**src/rtl/fetch_decode_stage.sv**
```systemverilog
// Fetch/decode front end: PC, one 9-bit instruction fetch per cycle, field split, immediate capture.
// Latency: fetch-to-decode 1 cycle; imem_addr and imm_index are combinational from PC / fetched word.
// Backpressure: stall holds PC and the decode register; a taken branch overrides stall and flushes.
//
// Ports:
//   clk, reset            - system clock, synchronous active-high reset
//   start                 - pulse: begin fetching at address 0 (from IDLE or HALT)
//   imem_addr/imem_instr  - instruction memory address (= PC) and same-cycle read data
//   imm_index/imm_data    - immediate LUT index (= instr[2:0]) and same-cycle result
//   stall                 - downstream hazard, freeze PC and decode register
//   branch_taken/target   - redirect from execute
//   dec_*                 - decode pipeline register towards execute
//   halted                - fetch stopped on the halt encoding
module fetch_decode_stage #(
  parameter int          PC_W       = 10,
  parameter logic [8:0]  HALT_INSTR = 9'h1FF
) (
  input  logic            clk,
  input  logic            reset,
  input  logic            start,
  output logic [PC_W-1:0] imem_addr,
  input  logic [8:0]      imem_instr,
  output logic [2:0]      imm_index,
  input  logic [7:0]      imm_data,
  input  logic            stall,
  input  logic            branch_taken,
  input  logic [PC_W-1:0] branch_target,
  output logic            dec_valid,
  output logic [2:0]      dec_opcode,
  output logic [2:0]      dec_rd,
  output logic [2:0]      dec_rs,
  output logic [7:0]      dec_imm,
  output logic [PC_W-1:0] dec_pc,
  output logic            halted
);

  localparam logic [1:0] ST_IDLE = 2'd0;
  localparam logic [1:0] ST_RUN  = 2'd1;
  localparam logic [1:0] ST_HALT = 2'd2;

  logic [1:0]      state_q,      state_d;
  logic [PC_W-1:0] pc_q,         pc_d;
  logic            dec_valid_q,  dec_valid_d;
  logic [2:0]      dec_opcode_q, dec_opcode_d;
  logic [2:0]      dec_rd_q,     dec_rd_d;
  logic [2:0]      dec_rs_q,     dec_rs_d;
  logic [7:0]      dec_imm_q,    dec_imm_d;
  logic [PC_W-1:0] dec_pc_q,     dec_pc_d;
  logic            halted_q,     halted_d;

  always_comb begin
    state_d      = state_q;
    pc_d         = pc_q;
    dec_valid_d  = dec_valid_q;
    dec_opcode_d = dec_opcode_q;
    dec_rd_d     = dec_rd_q;
    dec_rs_d     = dec_rs_q;
    dec_imm_d    = dec_imm_q;
    dec_pc_d     = dec_pc_q;
    halted_d     = halted_q;

    case (state_q)
      ST_IDLE: begin
        pc_d        = '0;
        dec_valid_d = 1'b0;
        if (start) begin
          state_d = ST_RUN;
        end
      end
      ST_RUN: begin
        if (branch_taken) begin
          // Redirect wins over stall; the instruction fetched this cycle is
          // on the wrong path, so it is dropped rather than checked for halt.
          pc_d        = branch_target;
          dec_valid_d = 1'b0;
        end else if (stall) begin
          // hold everything
        end else if (imem_instr == HALT_INSTR) begin
          // Halt word is never issued; PC stays pointing at it.
          dec_valid_d = 1'b0;
          state_d     = ST_HALT;
          halted_d    = 1'b1;
        end else begin
          dec_opcode_d = imem_instr[8:6];
          dec_rd_d     = imem_instr[5:3];
          dec_rs_d     = imem_instr[2:0];
          dec_imm_d    = imm_data;
          dec_pc_d     = pc_q;
          dec_valid_d  = 1'b1;
          pc_d         = pc_q + PC_W'(1);
        end
      end
      ST_HALT: begin
        dec_valid_d = 1'b0;
        if (start) begin
          state_d  = ST_RUN;
          pc_d     = '0;
          halted_d = 1'b0;
        end
      end
      default: begin
        state_d     = ST_IDLE;
        pc_d        = '0;
        dec_valid_d = 1'b0;
        halted_d    = 1'b0;
      end
    endcase
  end

  always_ff @(posedge clk) begin
    if (reset) begin
      state_q      <= ST_IDLE;
      pc_q         <= '0;
      dec_valid_q  <= 1'b0;
      dec_opcode_q <= '0;
      dec_rd_q     <= '0;
      dec_rs_q     <= '0;
      dec_imm_q    <= '0;
      dec_pc_q     <= '0;
      halted_q     <= 1'b0;
    end else begin
      state_q      <= state_d;
      pc_q         <= pc_d;
      dec_valid_q  <= dec_valid_d;
      dec_opcode_q <= dec_opcode_d;
      dec_rd_q     <= dec_rd_d;
      dec_rs_q     <= dec_rs_d;
      dec_imm_q    <= dec_imm_d;
      dec_pc_q     <= dec_pc_d;
      halted_q     <= halted_d;
    end
  end

  assign imem_addr  = pc_q;
  assign imm_index  = imem_instr[2:0];
  assign dec_valid  = dec_valid_q;
  assign dec_opcode = dec_opcode_q;
  assign dec_rd     = dec_rd_q;
  assign dec_rs     = dec_rs_q;
  assign dec_imm    = dec_imm_q;
  assign dec_pc     = dec_pc_q;
  assign halted     = halted_q;

endmodule

```
**config.mk**
```make
export PLATFORM = sky130hd
export DESIGN_NAME = fetch_decode_stage
export DESIGN_NICKNAME = d
export VERILOG_FILES = /design/src/rtl/fetch_decode_stage.sv
export SDC_FILE = /design/constraint.sdc
export NUM_CORES = 1
export LEC_CHECK = 0
export BUFFER_PORTS_ARGS = -buffer_cell sky130_fd_sc_hd__clkbuf_2
export CAP_MARGIN = 20
export CORE_ASPECT_RATIO = 1.4
export CORE_MARGIN = 2
export CORE_UTILIZATION = 45
export DETAILED_ROUTE_END_ITERATION = 10
export PLACE_DENSITY = 0.75
export SYNTH_ARGS = -nofsm -noshare
export SYNTH_HDL_FRONTEND = slang
export SYNTH_SLANG_ARGS = --single-unit
export TNS_END_PERCENT = 30
```
**constraint.sdc**
```tcl
create_clock -name clk -period 2.2 [get_ports clk]
set_clock_uncertainty 0.1 [all_clocks]
set_input_delay 0.11 -clock clk [delete_from_list [all_inputs] [get_ports clk]]
set_output_delay 0.11 -clock clk [all_outputs]
set_load 0.02 [all_outputs]
```
Word level (Yosys, flattened, before mapping)

Index checks and enable logic that the tools add are counted.

Register bits after elaboration: 41
Bits in latches: 0
RAM bits: 0
Memory bits (read-only): 0
Memories kept: 0

Add/sub/neg operators: 1
Multipliers: 0
Divide/modulo/power cells: 0
Magnitude comparators: 0
Equal/unequal tests: 10
Shifts and indexed selects: 0
Multiplexer cells: 16
Bitwise logic cells: 5
Reduce and logical (&&, ||, !) cells: 7

Operators with widths:

| kind                                                                     | number |
|---|---|
| 10-bit two-way mux                                                       | 4 |
| 10-bit case mux with 2 select lines                                      | 1 |
| 10-bit by 1-bit adder with 10-bit output (second input constant)         | 1 |
| 9-bit == test (second input constant)                                    | 1 |
| 2-bit two-way mux                                                        | 4 |
| 2-bit inequality test (second input constant)                            | 4 |
| 4-bit AND reduction                                                      | 2 |
| 3-bit inequality test (second input constant)                            | 2 |
| 1-bit two-way mux                                                        | 5 |
| 1-bit inverter                                                           | 5 |
| 5-bit AND reduction                                                      | 1 |
| 2-bit case mux with 2 select lines                                       | 1 |
| 1-bit case mux with 3 select lines                                       | 1 |
| 3-bit AND reduction                                                      | 1 |
| 3-bit OR reduction                                                       | 1 |
| 2-bit by 1-bit == test with 1-bit output (second input constant)         | 1 |
| 2-bit == test (second input constant)                                    | 1 |
| 2-bit zero test                                                          | 1 |
| 2-bit by 1-bit inequality test with 1-bit output (second input constant) | 1 |
| 2-bit OR reduction                                                       | 1 |

Depth between registers and ports, before layout

Gate-level depths: netlist of run 1.

Word-level depth: 5
Gate-level depth with buffers: 7
Depth with buffers taken out: 5

Worst setup path before layout of run 1

OpenSTA, ideal clock, no wires.

Path kind: register to register
Start point: register state_q[0]
End point: register dec_pc_q[7], in the netlist dec_pc[7]
Arrival time: 1658 ps
Slack: 374 ps
Cell stages (with the launch flop): 7
Buffers on the path: 2
Period minus slack after synthesis: 1826 ps
Cell sequence: dfxtp_1 -> or3b_1 -> buf_2 -> a311oi_4 -> buf_6 -> nand2_1 -> a21oi_2

Word-level cells in the longest chain between the ends: 2

Ends and longest elaborated chain:

| item                                     | RTL line | source |
|---|---|---|
| start, declared                          | 41       | `logic [1:0] state_q, state_d;` |
| start signal, assigned                   | 122      | `state_q <= state_d;` |
| 2-bit by 1-bit == test with 1-bit output | 62       | `case (state_q)` |
| 4-bit AND reduction (no source line)     | -        |  |
| end signal, assigned                     | 129      | `dec_pc_q <= dec_pc_d;` |
| end, declared                            | 48       | `logic [PC_W-1:0] dec_pc_q, dec_pc_d;` |

Every way passes these cells.
A chain may end at the register's enable or synchronous reset.

Final worst setup path of run 1

Start point: register state_q[0]
End point: register dec_imm_q[3], in the netlist dec_imm[3]

Word-level cells in the longest chain between the ends: 2

Ends and longest elaborated chain:

| item                                     | RTL line | source |
|---|---|---|
| 2-bit by 1-bit == test with 1-bit output | 62       |  |
| 4-bit AND reduction (no source line)     | -        |  |
| end signal, assigned                     | 128      | `dec_imm_q <= dec_imm_d;` |
| end, declared                            | 47       | `logic [7:0] dec_imm_q, dec_imm_d;` |

Every way passes these cells.

==> flow_results.xml, run 1 <==
<?xml version="1.0" encoding="UTF-8"?>
<metrics>
  <group name="timing">
    <metric name="report.final.slew_viol_count" unit="">0</metric>
    <metric name="finalWorstPathRequiredPeriod" unit="ns">2.009</metric>
    <metric name="setup_total_negative_slack" unit="ns">0</metric>
    <metric name="period_share" unit="">0.9132</metric>
    <metric name="slew-limit-headroom" unit="">0.6676</metric>
    <metric name="timing_worst_slew_pin_value" unit="ns">0.4923</metric>
    <metric name="report.final.setup_viol" unit="">0</metric>
    <metric name="final-hold-violation-count" unit="">0</metric>
    <metric name="rsz_0062_raised_after_global_routing" unit="">false</metric>
    <metric name="achievable-frequency" unit="MHz">497.8</metric>
  </group>
  <group name="clock_network">
    <metric name="cts_made_buffers" unit="">5</metric>
    <metric name="post_cts_resized" unit="">0</metric>
    <metric name="cts_root_buffer" unit="">clkbuf_8</metric>
    <metric name="tritoncts" unit="">built</metric>
    <metric name="clk_pin_slew_worst_paths" unit="ns">0.08</metric>
    <metric name="cts_sinks" unit="">41</metric>
    <metric name="cts_max_path_buffers" unit="">2</metric>
    <metric name="clk_latency" unit="ns">0.29</metric>
    <metric name="h-tree-depth" unit="">2</metric>
  </group>
  <group name="power_and_ir_drop">
    <metric name="clock_power_share" unit="">0.391</metric>
    <metric name="ir_worst_vdd" unit="mV">0.5595</metric>
    <metric name="power_switching_share" unit="">0.2475</metric>
    <metric name="combinationalPowerShare" unit="">0.131</metric>
    <metric name="power.internal" unit="mW">1.219</metric>
    <metric name="cellLeakagePower" unit="nW">1.067</metric>
    <metric name="power_density" unit="nW/um2">613.1</metric>
    <metric name="switching_power" unit="mW">0.4009</metric>
    <metric name="seq_power_share" unit="">0.477</metric>
    <metric name="totalPowerFinal" unit="mW">1.620</metric>
  </group>
  <group name="min_path">
    <metric name="timing.hold.worst.start" unit="">start</metric>
    <metric name="min_path_cells" unit="">3</metric>
    <metric name="hold_path_class" unit="">in2reg</metric>
    <metric name="min_delay_worst_endpoint" unit="">state_q[0]</metric>
  </group>
  <group name="floorplanning">
    <metric name="boundaryPins" unit="">74</metric>
    <metric name="die_w" unit="um">59.13</metric>
    <metric name="placeable_core_area" unit="um2">4169</metric>
    <metric name="floorplan.initialDensity" unit="">0.4592</metric>
    <metric name="die_span_in_y" unit="um">81.17</metric>
    <metric name="die-area" unit="um2">4799</metric>
    <metric name="rows" unit="">28</metric>
  </group>
  <group name="synth">
    <metric name="number_of_different_library_cells_in_the_post_synthesis_netlist" unit="">44</metric>
    <metric name="synth.avg_cell_area" unit="um2">8.146</metric>
    <metric name="synth-edff-count" unit="">0</metric>
    <metric name="mappedNetlistArea" unit="um2">1914</metric>
    <metric name="ys_top_cells_by_area" unit="">dfxtp_1 43%, nand2_1 12%, a21oi_1 10%</metric>
    <metric name="synthesis.yosys.warnings" unit="">0</metric>
    <metric name="synthDominantAreaCellType" unit="">dfxtp_1</metric>
    <metric name="postSynth.topFlopCell" unit="">dfxtp_1</metric>
    <metric name="synth_nets" unit="">268</metric>
    <metric name="synth-async-reset-ratio" unit="">0</metric>
    <metric name="synth-seq-area-share" unit="">0.4288</metric>
    <metric name="yosys_reg_bits" unit="">41</metric>
    <metric name="synth.top_cell.area_share" unit="">0.4288</metric>
    <metric name="syn_inst" unit="">235</metric>
  </group>
  <group name="critical_path">
    <metric name="endpoint_kind" unit="">flop</metric>
    <metric name="cp_data_arrival_time" unit="ns">2.13</metric>
    <metric name="regToRegEndpoint" unit="">dec_imm[3]</metric>
    <metric name="critPathMaxFanout" unit="">21</metric>
    <metric name="setup.worst_path.class" unit="">reg2reg</metric>
    <metric name="critical_path_required" unit="ns">2.32</metric>
    <metric name="worst_setup_sp_type" unit="">flop</metric>
    <metric name="ff2ff_setup_slack" unit="ns">0.19</metric>
    <metric name="worst_r2r_startpoint" unit="">state_q[0]</metric>
    <metric name="number_of_cell_instances_on_the_worst_register_to_register_path" unit="">5</metric>
  </group>
  <group name="route">
    <metric name="routed_wire_length_per_instance" unit="um">14.42</metric>
    <metric name="drt-total-wl" unit="um">5409</metric>
    <metric name="drt_iter0_markers" unit="">55</metric>
    <metric name="vias" unit="">2094</metric>
    <metric name="drt_pre_antenna_iters" unit="">4</metric>
    <metric name="final_antenna_net_count" unit="">0</metric>
    <metric name="drt_drc_violations_left" unit="">0</metric>
    <metric name="vias_per_cell" unit="">5.584</metric>
  </group>
  <group name="final_layout">
    <metric name="design.final.nets" unit="">362</metric>
    <metric name="drive_gt1_frac" unit="">0.2879</metric>
    <metric name="final_cell_mix" unit="">73 x clkbuf_2, 60 x nand2_1, 41 x dfxtp_1</metric>
    <metric name="count_of_antenna_diodes_in_the_layout" unit="">0</metric>
    <metric name="final_common_cell" unit="">clkbuf_2</metric>
    <metric name="area_delta_synth_final" unit="%">38.04</metric>
  </group>
  <group name="global_route">
    <metric name="first_global_vias" unit="">2045</metric>
    <metric name="antenna_violations_before_repair" unit="">0</metric>
    <metric name="globalRouteTotalUtil" unit="">0.2395</metric>
    <metric name="globalRoute.totalOverflow" unit="">0</metric>
    <metric name="grt_first_pass_wirelength" unit="um">8901</metric>
    <metric name="grt_max_degree" unit="">29</metric>
  </group>
  <group name="place">
    <metric name="io_buffer_count" unit="">73</metric>
    <metric name="gp_congestion" unit="">0.8646</metric>
    <metric name="dpl.hpwl" unit="um">3722</metric>
  </group>
  <group name="run_status">
    <metric name="status" unit="">finished clean</metric>
  </group>
  <group name="run">
    <metric name="number_of_max_capacitance_violations_reported" unit="">0</metric>
  </group>
</metrics>
[repair_timing]
action / 4_1_cts / 5_1_grt
hold endpoints to repair: 20 / 0
hold buffers: 20 / 0
endpoints found under the setup margin: 0 / 0
setup buffers: 0 / 0
[critical path, cell delays in order, from the launching register on]
cell      delay, ns
dfxtp_1        0.45
or3b_1         0.49
a311oi_4       0.32
buf_4          0.30
nand2_1        0.10
a21oi_1        0.17
[per-layer routing]
| metal | track usage | wire (um) | vias up |
|---|---|---|---|
| li1 | - | - | 1040 |
| met4 | 0.1250 | 159 | 0 |
| met2 | 0.4211 | 2932 | 62 |
| met5 | 0 | 0 | - |
| met1 | 0.2605 | 2057 | 975 |
| met3 | 0.05732 | 260 | 17 |
[stage by stage]
step           cells  hold slack, ns  utilization  area [um2]  setup WS [ns]
6_report         375        0.001854       0.6339        2643         0.1910
5_1_grt          375         0.01334       0.6339        2643        0.07520
4_1_cts          375       0.0001408       0.6339        2643         0.2710
3_5_place_dp     347          0.2387       0.5570        2322         0.3100
3_3_place_gp     347          0.2367       0.5570        2322         0.3787
2_1_floorplan    235          0.1460            -        1914         0.3743
[power by group through the flow]
stage	logic [mW]	registers, mW	clock network (mW)
floorplan	0.0886	0.807	0
global placement	0.179	0.790	0
detailed placement	0.181	0.790	0
CTS	0.210	0.773	0.644
global route	0.231	0.775	0.670
finish	0.213	0.773	0.634
[logic make-up (layout without fill, tap and decap cells)]
family | after synthesis | in the layout | synth area share
DFF | 41 | 41 | 0.4288
and+or+nand+nor | 99 | 99 | 0.2477
AOI/OAI and AO/OA | 74 | 74 | 0.2582
muxes | 1 | 1 | 0.005229
buffers and inverters | 19 | 114 | 0.05360
adders and majority gates | 1 | 1 | 0.006535
[cell usage after synthesis, types with 3 or more instances]
| cell type | count |
|---|---|
| o21ai_0 | 3 |
| dfxtp_1 | 41 |
| nor2_1 | 4 |
| nand2_1 | 60 |
| a31oi_1 | 4 |
| nand4_1 | 4 |
| clkbuf_1 | 5 |
| nand3_1 | 9 |
| o311ai_0 | 5 |
| o211ai_1 | 3 |
| inv_1 | 5 |
| and3_1 | 3 |
| buf_4 | 4 |
| and2_1 | 3 |
| a21oi_1 | 40 |
| a211oi_1 | 3 |
| nand2b_1 | 4 |
[worst max-delay path by stage]
stage               start  slack (ns)          to
2_1_floorplan  state_q[0]        0.37   dec_pc[7]
3_3_place_gp   state_q[0]        0.38   dec_pc[5]
3_5_place_dp   state_q[0]        0.31   dec_rs[2]
4_1_cts        state_q[0]        0.27   dec_pc[2]
5_1_grt        state_q[0]        0.08  dec_imm[3]
6_report       state_q[0]        0.19  dec_imm[3]
[area by class of cell]
cell class	count	area [um2]
fill	367	1526
multi-input combinational	175	1001
sequential	41	820.8
timing repair buffer	101	625.6
clock buffer	6	82.58
tap	45	56.30
clock inverter	2	37.54
inverter	5	18.77
[registers in the layout (all words and copies together), names as in the netlist]
signal      cells
dec_imm         8
dec_opcode      3
dec_pc         10
dec_rd          3
dec_rs          3
dec_valid       1
halted          1
imem_addr      10
state_q         2
No activity file was read; power rests on OpenSTA's default activity.
==> run 2: changes to the inputs <==
--- a/config.mk
+++ b/config.mk
@@ -10,8 +10,10 @@
 export CORE_ASPECT_RATIO = 1.4
 export CORE_MARGIN = 2
 export CORE_UTILIZATION = 45
+export CTS_BUF_LIST = sky130_fd_sc_hd__clkbuf_8
 export DETAILED_ROUTE_END_ITERATION = 10
 export PLACE_DENSITY = 0.75
+export RECOVER_POWER = 100
 export SYNTH_ARGS = -nofsm -noshare
 export SYNTH_HDL_FRONTEND = slang
 export SYNTH_SLANG_ARGS = --single-unit
==> run 2 against run 1 <==
Net effect:
- cell count is the same
- total power down 0.60%
- clock power about the same
- sequential cell count stayed put
- via count rose by 0.38%
- combinational power down 5%
- largest cell class unchanged
- fmax down 1.4%
- critical path type unchanged
- utilization decreased by 2.1 points
- first-iteration DRC count shrank 15%
- worst setup slack worse by 0.029 ns
==> flow_results.xml, run 2 (synthesized netlist as in run 1, its figures left out) <==
<?xml version="1.0" encoding="UTF-8"?>
<metrics>
  <group name="timing">
    <metric name="timing_worst_slew_pin_value" unit="ns">0.5538</metric>
    <metric name="slew-limit-headroom" unit="">0.6308</metric>
    <metric name="report.final.slew_viol_count" unit="">0</metric>
    <metric name="finalWorstPathRequiredPeriod" unit="ns">2.038</metric>
    <metric name="rsz_0062_raised_after_global_routing" unit="">false</metric>
    <metric name="report.final.setup_viol" unit="">0</metric>
    <metric name="achievable-frequency" unit="MHz">490.7</metric>
    <metric name="period_share" unit="">0.9263</metric>
    <metric name="setup_total_negative_slack" unit="ns">0</metric>
    <metric name="final-hold-violation-count" unit="">0</metric>
    <metric name="final_critical_path_setup_slack" unit="ns">0.1622</metric>
  </group>
  <group name="route">
    <metric name="drt_drc_violations_left" unit="">0</metric>
    <metric name="drt_pre_antenna_iters" unit="">4</metric>
    <metric name="vias_per_cell" unit="">5.605</metric>
    <metric name="drt_iter0_markers" unit="">47</metric>
    <metric name="drt-total-wl" unit="um">5413</metric>
    <metric name="vias" unit="">2102</metric>
    <metric name="routed_wire_length_per_instance" unit="um">14.43</metric>
    <metric name="final_antenna_net_count" unit="">0</metric>
  </group>
  <group name="clock_network">
    <metric name="tritoncts" unit="">built</metric>
    <metric name="cts_max_path_buffers" unit="">2</metric>
    <metric name="cts_hold_repair.buffers" unit="">20</metric>
    <metric name="buffers_inserted_during_post_cts_setup_optimization" unit="">0</metric>
    <metric name="post_cts_resized" unit="">0</metric>
    <metric name="cts_made_buffers" unit="">5</metric>
    <metric name="cts_root_buffer" unit="">clkbuf_8</metric>
    <metric name="cts_sinks" unit="">41</metric>
    <metric name="clk_pin_slew_worst_paths" unit="ns">0.08</metric>
    <metric name="h-tree-depth" unit="">2</metric>
    <metric name="clk_latency" unit="ns">0.30</metric>
  </group>
  <group name="critical_path">
    <metric name="crit_cells" unit="">5</metric>
    <metric name="cp_data_arrival_time" unit="ns">2.12</metric>
    <metric name="worst_setup_sp_type" unit="">flop</metric>
    <metric name="timing.critical_path.from" unit="">state_q[0]</metric>
    <metric name="path_cells" unit="">nor3b_1 -&gt; o311ai_0 -&gt; clkbuf_2 -&gt; nand2_1 -&gt; a21oi_1</metric>
    <metric name="endpoint_kind" unit="">flop</metric>
    <metric name="setup.worst_path.class" unit="">reg2reg</metric>
    <metric name="critical_path_required" unit="ns">2.28</metric>
    <metric name="regToRegEndpoint" unit="">dec_imm[3]</metric>
    <metric name="crit_slowest_cell" unit="">dfxtp_1</metric>
    <metric name="worst_r2r_startpoint" unit="">state_q[0]</metric>
    <metric name="critPathMaxFanout" unit="">28</metric>
    <metric name="crit_family" unit="">simple AND/OR/NAND/NOR gates</metric>
    <metric name="max_stage_delay" unit="ns">0.45</metric>
    <metric name="ff2ff_setup_slack" unit="ns">0.16</metric>
    <metric name="number_of_cell_instances_on_the_worst_register_to_register_path" unit="">5</metric>
    <metric name="cp_num_buf_inv" unit="">1</metric>
    <metric name="setup.worst_path.end" unit="">dec_imm[3]</metric>
  </group>
  <group name="final_layout">
    <metric name="design.final.nets" unit="">362</metric>
    <metric name="count_of_antenna_diodes_in_the_layout" unit="">0</metric>
    <metric name="final_cell_mix" unit="">60 x nand2_1, 44 x clkbuf_1, 41 x a21oi_1, 41 x dfxtp_1, 31 x clkbuf_2</metric>
    <metric name="drive_gt1_frac" unit="">0.1455</metric>
    <metric name="final_common_cell" unit="">nand2_1</metric>
    <metric name="area_delta_synth_final" unit="%">33.53</metric>
  </group>
  <group name="place">
    <metric name="io_buffer_count" unit="">73</metric>
    <metric name="dpl.hpwl" unit="um">3722</metric>
    <metric name="gp_congestion" unit="">0.8646</metric>
    <metric name="dpl_worst_slack" unit="ns">0.3100</metric>
  </group>
  <group name="floorplanning">
    <metric name="die_span_in_y" unit="um">81.17</metric>
    <metric name="rows" unit="">28</metric>
    <metric name="die-area" unit="um2">4799</metric>
    <metric name="placeable_core_area" unit="um2">4169</metric>
    <metric name="boundaryPins" unit="">74</metric>
    <metric name="floorplan.initialDensity" unit="">0.4592</metric>
    <metric name="die_w" unit="um">59.13</metric>
  </group>
  <group name="min_path">
    <metric name="hold_path_class" unit="">in2reg</metric>
    <metric name="min_path_cells" unit="">3</metric>
  </group>
  <group name="power_and_ir_drop">
    <metric name="cellLeakagePower" unit="nW">0.9115</metric>
    <metric name="ir_worst_vdd" unit="mV">0.5376</metric>
    <metric name="totalPowerFinal" unit="mW">1.610</metric>
    <metric name="power_density" unit="nW/um2">630.0</metric>
  </group>
  <group name="global_route">
    <metric name="globalRoute.totalOverflow" unit="">0</metric>
    <metric name="antenna_violations_before_repair" unit="">0</metric>
    <metric name="grt_first_pass_wirelength" unit="um">8901</metric>
    <metric name="globalRouteTotalUtil" unit="">0.2395</metric>
    <metric name="first_global_vias" unit="">2045</metric>
    <metric name="grt_max_degree" unit="">29</metric>
  </group>
  <group name="run_status">
    <metric name="status" unit="">finished clean</metric>
  </group>
  <group name="run">
    <metric name="number_of_max_capacitance_violations_reported" unit="">0</metric>
  </group>
</metrics>
-- run 2: tightest hold or removal path: stages --
cell	delay, ns
clkbuf_2	0.11
nand2b_1	0.07
a21oi_1	0.06
-- run 2: metrics by stage --
| step | utilization | hold WS [ns] | instance area (um2) | std cells |
|---|---|---|---|---|
| 2_1_floorplan | - | 0.1460 | 1914 | 235 |
| 3_3_place_gp | 0.5570 | 0.2367 | 2322 | 347 |
| 6_report | 0.6131 | 0.0001896 | 2556 | 375 |
| 5_1_grt | 0.6131 | 0.01333 | 2556 | 375 |
| 3_5_place_dp | 0.5570 | 0.2387 | 2322 | 347 |
| 4_1_cts | 0.6339 | 0.0001408 | 2643 | 375 |
-- run 2: layout make-up --
type,count,area [um2]
clock buffers,6,82.58
clock inverters,2,37.54
fillers,392,1613
inverters,5,18.77
multi-input cells,175,974.7
flip-flops and latches,41,820.8
well taps,45,56.30
repair buffers,101,565.5
-- run 2: worst min path at each step --
stage	slack [ns]	start	to
after floorplan	0.15	imm_data[0]	dec_imm[0]
after global placement	0.24	imm_data[7]	dec_imm[7]
after detailed placement	0.24	imm_data[2]	dec_imm[2]
after CTS	0.0001	start	state_q[0]
after global routing	0.01	start	state_q[0]
final	0.0002	start	state_q[0]
-- run 2: per-layer routing --
layer,wire (um),track usage,part of all wire
met5,0,0,0
met4,163,0.1250,0.030
met3,284,0.05732,0.052
met2,2942,0.4211,0.54
met1,2022,0.2605,0.37
-- run 2: power by group --
| part | internal, mW | total (mW) | switching (mW) |
|---|---|---|---|
| Combinational | 0.0853 | 0.203 | 0.118 |
| Clock | 0.369 | 0.634 | 0.265 |
| Sequential | 0.758 | 0.773 | 0.0151 |
| Total | 1.21 | 1.61 | 0.399 |
==> run 3: changes to the inputs <==
--- a/config.mk
+++ b/config.mk
@@ -11,8 +11,9 @@
 export CORE_MARGIN = 2
 export CORE_UTILIZATION = 45
 export CTS_BUF_LIST = sky130_fd_sc_hd__clkbuf_8
+export CTS_CLUSTER_SIZE = 24
 export DETAILED_ROUTE_END_ITERATION = 10
-export PLACE_DENSITY = 0.75
+export PLACE_DENSITY = 0.77
 export RECOVER_POWER = 100
 export SYNTH_ARGS = -nofsm -noshare
 export SYNTH_HDL_FRONTEND = slang
==> constraint.sdc (replaced) <==
create_clock -name clk -period 1.71 [get_ports clk]
set_clock_uncertainty 0.1 [all_clocks]
set_input_delay 0.0855 -clock clk [delete_from_list [all_inputs] [get_ports clk]]
set_output_delay 0.0855 -clock clk [all_outputs]
set_load 0.02 [all_outputs]
==> run 3 against run 2 <==
Net effect:
- the run now ends with negative setup slack left
- die area unchanged
- wire length grew 10%
- combinational power is 46% higher
- total power rose by 27%
- critical path type unchanged
- highest routed layer unchanged
==> flow_results.xml, run 3 (synthesized netlist as in run 1, its figures left out) <==
<?xml version="1.0" encoding="UTF-8"?>
<metrics>
  <group name="global_route">
    <metric name="globalRoute.totalOverflow" unit="">0</metric>
    <metric name="first_global_vias" unit="">2098</metric>
    <metric name="grt_first_pass_wirelength" unit="um">9135</metric>
    <metric name="grt_max_degree" unit="">29</metric>
    <metric name="globalRouteTotalUtil" unit="">0.2481</metric>
    <metric name="antenna_violations_before_repair" unit="">0</metric>
  </group>
  <group name="route">
    <metric name="drt_drc_violations_left" unit="">0</metric>
    <metric name="drt_iter0_markers" unit="">107</metric>
    <metric name="vias" unit="">2226</metric>
    <metric name="drt_pre_antenna_iters" unit="">4</metric>
    <metric name="final_antenna_net_count" unit="">0</metric>
    <metric name="vias_per_cell" unit="">5.767</metric>
    <metric name="drt-total-wl" unit="um">5981</metric>
    <metric name="routed_wire_length_per_instance" unit="um">15.49</metric>
  </group>
  <group name="run">
    <metric name="number_of_max_capacitance_violations_reported" unit="">0</metric>
  </group>
  <group name="timing">
    <metric name="finalWorstPathRequiredPeriod" unit="ns">1.729</metric>
    <metric name="period_share" unit="">1.011</metric>
    <metric name="report.final.setup_viol" unit="">1</metric>
    <metric name="achievable-frequency" unit="MHz">578.4</metric>
    <metric name="slew-limit-headroom" unit="">0.5341</metric>
    <metric name="final-hold-violation-count" unit="">0</metric>
    <metric name="final_critical_path_setup_slack" unit="ns">-0.01877</metric>
    <metric name="rsz_0062_raised_after_global_routing" unit="">true</metric>
    <metric name="timing_worst_slew_pin_value" unit="ns">0.6972</metric>
    <metric name="worst_hold_slack" unit="ns">0.05119</metric>
    <metric name="report.final.slew_viol_count" unit="">0</metric>
  </group>
  <group name="critical_path">
    <metric name="critPathMaxFanout" unit="">27</metric>
    <metric name="worst_setup_sp_type" unit="">flop</metric>
    <metric name="endpoint_kind" unit="">flop</metric>
    <metric name="critical_path_required" unit="ns">1.83</metric>
    <metric name="setup.worst_path.class" unit="">reg2reg</metric>
    <metric name="cp_data_arrival_time" unit="ns">1.85</metric>
  </group>
  <group name="place">
    <metric name="dpl.cell_count" unit="">359</metric>
    <metric name="dpl_worst_slack" unit="ns">-0.1010</metric>
    <metric name="detailed_place.area" unit="um2">2427</metric>
    <metric name="gp_congestion" unit="">0.8860</metric>
    <metric name="dpl.hpwl" unit="um">3957</metric>
    <metric name="io_buffer_count" unit="">73</metric>
  </group>
  <group name="clock_network">
    <metric name="tritoncts" unit="">built</metric>
    <metric name="buffers_inserted_during_post_cts_setup_optimization" unit="">0</metric>
    <metric name="h-tree-depth" unit="">2</metric>
    <metric name="cts_made_buffers" unit="">5</metric>
    <metric name="cts_root_buffer" unit="">clkbuf_8</metric>
    <metric name="cts_max_path_buffers" unit="">2</metric>
    <metric name="cts_sinks" unit="">41</metric>
    <metric name="clk_latency" unit="ns">0.29</metric>
    <metric name="clk_pin_slew_worst_paths" unit="ns">0.07</metric>
  </group>
  <group name="final_layout">
    <metric name="final.fill_count" unit="">401</metric>
    <metric name="utilization" unit="">0.6510</metric>
    <metric name="final_cell_mix" unit="">60 x nand2_1, 41 x clkbuf_1, 39 x a21oi_1, 39 x dfxtp_1, 32 x clkbuf_2</metric>
    <metric name="drive_gt1_frac" unit="">0.2082</metric>
    <metric name="count_of_antenna_diodes_in_the_layout" unit="">0</metric>
    <metric name="multiInputGateArea" unit="um2">1045</metric>
    <metric name="final_common_cell" unit="">nand2_1</metric>
    <metric name="finalNonFillerCells" unit="">386</metric>
    <metric name="design.final.nets" unit="">374</metric>
    <metric name="layout.cell_area.non_filler" unit="um2">2714</metric>
    <metric name="sequential_cell_area" unit="um2">823.3</metric>
    <metric name="area_delta_synth_final" unit="%">41.76</metric>
  </group>
  <group name="floorplanning">
    <metric name="floorplan.initialDensity" unit="">0.4592</metric>
    <metric name="boundaryPins" unit="">74</metric>
    <metric name="die_span_in_y" unit="um">81.17</metric>
    <metric name="die-area" unit="um2">4799</metric>
    <metric name="placeable_core_area" unit="um2">4169</metric>
    <metric name="die_w" unit="um">59.13</metric>
    <metric name="rows" unit="">28</metric>
  </group>
  <group name="run_status">
    <metric name="status" unit="">finished with violations</metric>
    <metric name="failed_checks" unit="">negative setup slack</metric>
  </group>
  <group name="min_path">
    <metric name="hold_path_class" unit="">in2reg</metric>
  </group>
  <group name="power_and_ir_drop">
    <metric name="ir_worst_vdd" unit="mV">0.5754</metric>
    <metric name="cellLeakagePower" unit="nW">0.9891</metric>
    <metric name="power_density" unit="nW/um2">754.8</metric>
  </group>
</metrics>
run 3: changes by cell type in the layout (fill, tap and decap cells not counted), sizes merged:
cell / before / now
buf: 6 / 20
clkbuf: 81 / 78
clkinv: 0 / 1
clkinvlp: 1 / 0
dlygate4sd3: 20 / 19
o311ai: 6 / 7
run 3: path summary, 6_finish.rpt:
kind,from,endpoint,slack [ns],depth (start not counted)
setup / recovery,state_q[0],dec_opcode[1],-0.02,5
hold / removal,branch_target[0],imem_addr[0],0.05,3
setup reg to reg,state_q[0],dec_opcode[1],-0.02,5
hold reg to reg,dec_imm[2],dec_imm[2],0.35,2
run 3: critical path: stages, from the launching register on:
cell and delay [ns]:
dfxtp_2 0.40, or3b_4 0.43, a311oi_4 0.25, buf_12 0.21
nand2_1 0.10, a21oi_1 0.16
run 3: layout make-up:
cell class / instances / area share
clock buffers: 5 / 0.02536
flip-flops and latches: 41 / 0.3034
clock inverters: 2 / 0.01291
well taps: 45 / 0.02075
inverters: 5 / 0.006916
multi-input cells: 176 / 0.3850
repair buffers: 112 / 0.2457
run 3: power by group:
part / internal, mW / total, mW / switching (mW) / leakage (nW)
clock network: 0.424 / 0.758 / 0.333 / 0.0540
registers: 0.975 / 0.995 / 0.0193 / 0.333
logic: 0.129 / 0.296 / 0.167 / 0.603
run 3: what timing repair did:
action                                 4_1_cts  5_1_grt
setup endpoints to repair                    4       33
resized for setup                            2        6
endpoints found under the hold margin       19        0
hold buffers                                19        0
pin swaps                                    0        1
cloned                                       0        1
run 3: through the flow:
step / TNS (ns) / total power, mW
2_1_floorplan: -0.06234 / 1.154
3_3_place_gp: -0.7772 / 1.263
3_5_place_dp: -1.558 / 1.266
4_1_cts: 0 / 2.044
5_1_grt: -0.4756 / 2.122
6_report: -0.01877 / 2.048
run 3: metal layers:
layer / global-route usage / part of all wire / vias to the layer above
li1: - / - / 1063
met1: 0.2700 / 0.38 / 1050
met2: 0.4511 / 0.53 / 97
met3: 0.05892 / 0.066 / 16
met4: 0.1000 / 0.023 / 0
met5: 0 / 0 / -
